==> src/rtl/lfsr_random_unit.sv <==
// Parametrised Fibonacci-style LFSR with reseed, zero-lockup recovery and a bounded
// req/valid draw port (masked rejection sampling, capped retries, then a folded fallback).
module lfsr_random_unit #(
  parameter int                 WIDTH     = 32,
  parameter logic [WIDTH-1:0]   TAPS      = 32'h80200003,
  parameter logic [WIDTH-1:0]   SEED      = 32'h12345678,
  parameter int                 OUT_WIDTH = 8,
  parameter int                 MAX_TRIES = 16
) (
  input  logic                 clock,
  input  logic                 reset_n,
  input  logic                 enable,
  input  logic                 seed_load,
  input  logic [WIDTH-1:0]     seed_value,
  output logic [WIDTH-1:0]     random_number,
  input  logic                 req,
  input  logic [OUT_WIDTH-1:0] range_limit,
  output logic                 busy,
  output logic                 valid,
  output logic [OUT_WIDTH-1:0] value,
  output logic                 lockup
);

  localparam int TW = (MAX_TRIES > 1) ? $clog2(MAX_TRIES) : 1;

  typedef enum logic [1:0] {S_IDLE, S_DRAW, S_DONE} state_t;

  state_t               r_state;
  logic [WIDTH-1:0]     r_lfsr;
  logic                 r_lockup;
  logic [OUT_WIDTH-1:0] r_lim;
  logic [TW-1:0]        r_tries;
  logic [OUT_WIDTH-1:0] r_value;
  logic                 r_valid;
  logic                 r_busy;

  logic [WIDTH-1:0]     w_lfsr_step;
  logic [OUT_WIDTH-1:0] w_lim_m1;
  logic [OUT_WIDTH-1:0] w_mask;
  logic [OUT_WIDTH-1:0] w_cand;

  // Smearing lim-1 rightwards yields the smallest all-ones mask covering [0, lim).
  always_comb begin
    w_lfsr_step = {r_lfsr[WIDTH-2:0], ^(r_lfsr & TAPS)};
    w_lim_m1    = r_lim - OUT_WIDTH'(1);
    w_mask      = w_lim_m1;
    for (int s = 1; s < OUT_WIDTH; s = s * 2) begin
      w_mask = w_mask | (w_mask >> s);
    end
    w_cand      = r_lfsr[OUT_WIDTH-1:0] & w_mask;
  end

  always_ff @(posedge clock or negedge reset_n) begin
    if (!reset_n) begin
      r_lfsr   <= SEED;
      r_lockup <= 1'b0;
    end else begin
      r_lockup <= 1'b0;
      if (seed_load) begin
        r_lfsr <= (seed_value == '0) ? SEED : seed_value;
      end else if (r_lfsr == '0) begin
        r_lfsr   <= SEED;
        r_lockup <= 1'b1;
      end else if (enable || r_state == S_DRAW) begin
        r_lfsr <= w_lfsr_step;
      end
    end
  end

  always_ff @(posedge clock or negedge reset_n) begin
    if (!reset_n) begin
      r_state <= S_IDLE;
      r_lim   <= '0;
      r_tries <= '0;
      r_value <= '0;
      r_valid <= 1'b0;
      r_busy  <= 1'b0;
    end else begin
      r_valid <= 1'b0;
      case (r_state)
        S_IDLE: begin
          if (req) begin
            r_lim   <= range_limit;
            r_tries <= '0;
            r_busy  <= 1'b1;
            if (range_limit == '0) begin
              r_value <= '0;
              r_valid <= 1'b1;
              r_state <= S_DONE;
            end else begin
              r_state <= S_DRAW;
            end
          end
        end
        S_DRAW: begin
          if (w_cand < r_lim) begin
            r_value <= w_cand;
            r_valid <= 1'b1;
            r_state <= S_DONE;
          end else if (r_tries == TW'(MAX_TRIES - 1)) begin
            // mask < 2*lim, so one subtraction lands the rejected candidate in range.
            r_value <= w_cand - r_lim;
            r_valid <= 1'b1;
            r_state <= S_DONE;
          end else begin
            r_tries <= r_tries + TW'(1);
          end
        end
        S_DONE: begin
          r_busy  <= 1'b0;
          r_state <= S_IDLE;
        end
        default: begin
          r_busy  <= 1'b0;
          r_state <= S_IDLE;
        end
      endcase
    end
  end

  assign random_number = r_lfsr;
  assign busy          = r_busy;
  assign valid         = r_valid;
  assign value         = r_value;
  assign lockup        = r_lockup;

endmodule

==> config.mk <==
export PLATFORM = sky130hd
export DESIGN_NAME = lfsr_random_unit
export DESIGN_NICKNAME = d
export VERILOG_FILES = /design/src/rtl/lfsr_random_unit.sv
export SDC_FILE = /design/constraint.sdc
export NUM_CORES = 1
export LEC_CHECK = 0
export ABC_AREA = 1
export ABC_CLOCK_PERIOD_IN_PS = 3500
export CORE_MARGIN = 2
export CORE_UTILIZATION = 45
export CTS_CLUSTER_DIAMETER = 120
export DETAILED_ROUTE_END_ITERATION = 16
export HOLD_SLACK_MARGIN = 0.05
export PLACE_DENSITY = 0.73
export SYNTH_ARGS = -nofsm -noshare
export SYNTH_HDL_FRONTEND = slang
export SYNTH_SLANG_ARGS = --single-unit
==> constraint.sdc <==
create_clock -name clock -period 3.5 [get_ports clock]
set_input_delay 0.35 -clock clock [delete_from_list [all_inputs] [get_ports clock]]
set_output_delay 0.35 -clock clock [all_outputs]
set_load 0.01 [all_outputs]
==> metrics.yaml <==
floorplan:
  coreArea_sq_um: 8175
  ios: 88
  die_y_um: 95.62
  rows: 33
  die_w_um: 95.62
  start_util_pct: 46.20
  die-area_sq_um: 9143
cts:
  htreeDepth: 3
  clkSinkCount: 57
  cts-buffers-inserted: 9
  clk_path_buf_depth: 2
  clock_latency_ns: 0.34
  clk_pin_slew_ns: 0.07
  cts-root-buf: "clkbuf_8"
  tritoncts: "built"
min_path:
  min_path_type: "in -> async"
placed_design:
  gp_congestion: 0.8905
  hpwl_um: 8158
  io_buffers: 87
  post-place-ws_ns: 0.3249
setup_path:
  worst-setup-path-type: "reg -> reg"
  cp_data_arrival_time_ns: 3.42
  critPathLaunchType: "register"
  r2r_end: "value[2]"
  endpoint_kind: "register"
  crit_fanout: 9
  reg2regPathDepth: 21
  r2r_setup_slack_ns: 0.32
  required_ns: 3.74
  reg2reg_from: "r_lim[1]"
grt:
  overflow: 0
  grt_max_degree: 45
  grt_antenna_before_repair: 0
  grt_use_total_pct: 25.15
  first_global_vias: 3794
  grt_pass1_wl_um: 17730
timing:
  tns_ns: 0
  worst_slack_ns: 0.3156
  setup_viol: 0
  finalCritPeriodShare_pct: 90.98
  period_needed_ns: 3.184
  max_slew_margin_pct: 45.34
  drv_slew: 0
  hold_violations: 0
  worstMarginPinSlew_ns: 0.8199
  fmax_mhz: 314.0
  clock_skew_ns: 0.006710
  rsz0062_at_grt: "false"
final_layout:
  antenna_cells: 0
  nNetsFinal: 709
  syn_to_final_growth_pct: 30.57
  fill_cells: 798
  drive_gt1_share_pct: 8.689
pwr:
  combinationalPowerShare_pct: 55.5
  seq_power_share_pct: 28.3
  p_int_w: 0.002106
  powerDensity_nw_per_um2: 793.4
  swShare_pct: 46.17
  vdd_drop_max_uv: 279.4
  clockPowerShare_pct: 16.2
  p_leak_nw: 2.458
  switching_power_w: 0.001807
yosys:
  synth_top_area_share_pct: 29.15
  synthTopCellsByArea: "dfrtp_1, nand2_1, dfstp_2"
  ys_ff_latch: 57
  yosys_warnings: 0
  synth_area_sq_um: 3777
  avgSynthCellArea_sq_um: 6.686
  synth_cell_type_count: 32
  synth_top_area_cell: "dfrtp_1"
  syn_inst: 565
  synth-seq-area-share_pct: 38.19
  synth_fp_nets: 623
drt:
  wl_per_cell_um: 14.15
  first_pass_iters: 5
  ant_nets: 0
  num_vias: 3874
  via_per_inst: 5.091
  wl_um: 10770
  drc_errors: 0
  drt_first_iter_violations: 134
run:
  maxCapViolations: 0
status:
  status: "complete, no violations"
[cell usage after synthesis, drive strengths merged]
| cell | instances |
|---|---|
| fa | 1 |
| clkbuf | 9 |
| nor2 | 67 |
| o21ai | 58 |
| nor3 | 10 |
| dfrtp | 44 |
| clkinv | 1 |
| nand2 | 186 |
| a21o | 1 |
| nor4 | 1 |
| inv | 79 |
| xor2 | 1 |
| xnor2 | 3 |
| nand4 | 9 |
| nand3b | 2 |
| buf | 5 |
| and3 | 2 |
| a21oi | 10 |
| dfstp | 13 |
| nand3 | 51 |
| ha | 12 |
[critical path, cell delays in order, from the launching register on]
cell,delay (ns)
dfrtp_1,0.42
inv_1,0.14
ha_1,0.19
inv_1,0.07
nor2_4,0.13
nand4_1,0.12
nand2_1,0.13
a21oi_2,0.06
nand3_1,0.11
nand2_1,0.09
ha_1,0.23
fa_1,0.41
inv_1,0.12
nand3_1,0.09
nand3_2,0.09
nand2_1,0.10
nand3_1,0.15
nand3_2,0.17
inv_4,0.14
nor2_1,0.05
nand2_1,0.06
nand2_1,0.04
[placed cells by master (no fill, tap or decap)]
| cell | n |
|---|---|
| dfstp_2 | 13 |
| nand2_1 | 182 |
| nand3_4 | 2 |
| dfrtp_1 | 44 |
| and3_1 | 2 |
| clkbuf_1 | 1 |
| nand2_4 | 1 |
| nor4_1 | 1 |
| nand4_1 | 9 |
| buf_2 | 1 |
| nand3_1 | 47 |
| nor2_4 | 1 |
| nor3_2 | 1 |
| nor2_2 | 3 |
| inv_4 | 2 |
| clkdlybuf4s50_1 | 86 |
| nor2_1 | 63 |
| clkinv_1 | 1 |
| o21ai_0 | 49 |
| inv_2 | 9 |
| a21oi_1 | 8 |
| ha_1 | 12 |
| nand3b_1 | 2 |
| nor3_1 | 9 |
| nand3_2 | 2 |
| clkbuf_8 | 10 |
| a21oi_2 | 2 |
| inv_1 | 68 |
| bufinv_16 | 1 |
| buf_4 | 2 |
| fa_1 | 1 |
| o21ai_1 | 9 |
| clkinvlp_4 | 2 |
| nand2_2 | 3 |
| xor2_1 | 1 |
| xnor2_1 | 3 |
| a21o_1 | 1 |
| clkinv_2 | 2 |
[metrics by stage]
| step | utilization [%] | total power, W | cell area, sq um | cells | hold slack, ns |
|---|---|---|---|---|---|
| after global placement | 57.65 | 0.003216 | 4713 | 745 | 0.4695 |
| after global routing | 60.33 | 0.004282 | 4932 | 761 | 0.1667 |
| after detailed placement | 57.65 | 0.003229 | 4713 | 745 | 0.4702 |
| after floorplan | - | 0.002502 | 3777 | 565 | 0.05441 |
| final | 60.33 | 0.003913 | 4932 | 761 | 0.1013 |
| after CTS | 60.06 | 0.003874 | 4910 | 761 | 0.1190 |
[worst max-delay path by stage]
stage,from,endpoint,slack [ns]
2_1_floorplan,r_lim[1],value[2],0.74
3_3_place_gp,r_lim[0],value[2],0.35
3_5_place_dp,r_lim[1],r_tries[2],0.32
4_1_cts,r_lim[1],r_tries[2],0.29
5_1_grt,r_lim[1],value[2],0.03
6_report,r_lim[1],value[2],0.32
[power by group through the flow]
stage / clock [W] / sequential [W] / combinational (W)
after floorplan: 0 / 0.00112 / 0.00138
after global placement: 0 / 0.00111 / 0.00210
after detailed placement: 0 / 0.00111 / 0.00212
after CTS: 0.000641 / 0.00110 / 0.00213
after global routing: 0.000680 / 0.00114 / 0.00247
final: 0.000634 / 0.00111 / 0.00217
[sequential cells by signal (all words and copies together) (netlist names)]
signal,flops
busy,1
lockup,1
r_lim,8
valid,1
r_state,2
value,8
random_number,32
r_tries,4
[metal layers]
layer  global-route usage [%]  routed length, um
met1                    31.43               4805
met5                        0                  0
met3                    4.743                574
met2                    43.36               5240
met4                    8.690                150
[layout make-up]
cell class                 instances  area [sq um]  area share, %
timing repair buffer              89         880.8          17.86
multi-input combinational        414          1976          40.06
clock inverter                     5         55.05          1.116
clock buffer                      11         141.4          2.867
sequential                        57          1443          29.25
inverter                          80         305.3          6.190
tap                              105         131.4          2.664
[logic make-up (layout without fill, tap and decap cells)]
kind of cell             count (synthesis)  count (layout)  share of synthesized area [%]
XOR/XNOR                                 4               4                         0.9276
buffers and inverters                   94             185                          10.04
AO/OA/AOI/OAI                           69              69                          9.407
flip-flops                              57              57                          38.19
AND/OR/NAND/NOR                        328             328                          36.93
adder cells (fa/ha/maj)                 13              13                          4.505
[repair_timing]
item                                   in CTS  in global routing
endpoints found under the hold margin       0                  0
setup endpoints to repair                   0                  6
gates resized for setup                     0                  6
setup buffers                               0                  0
hold buffers                                0                  0
Power figures use the tool's default switching activity.
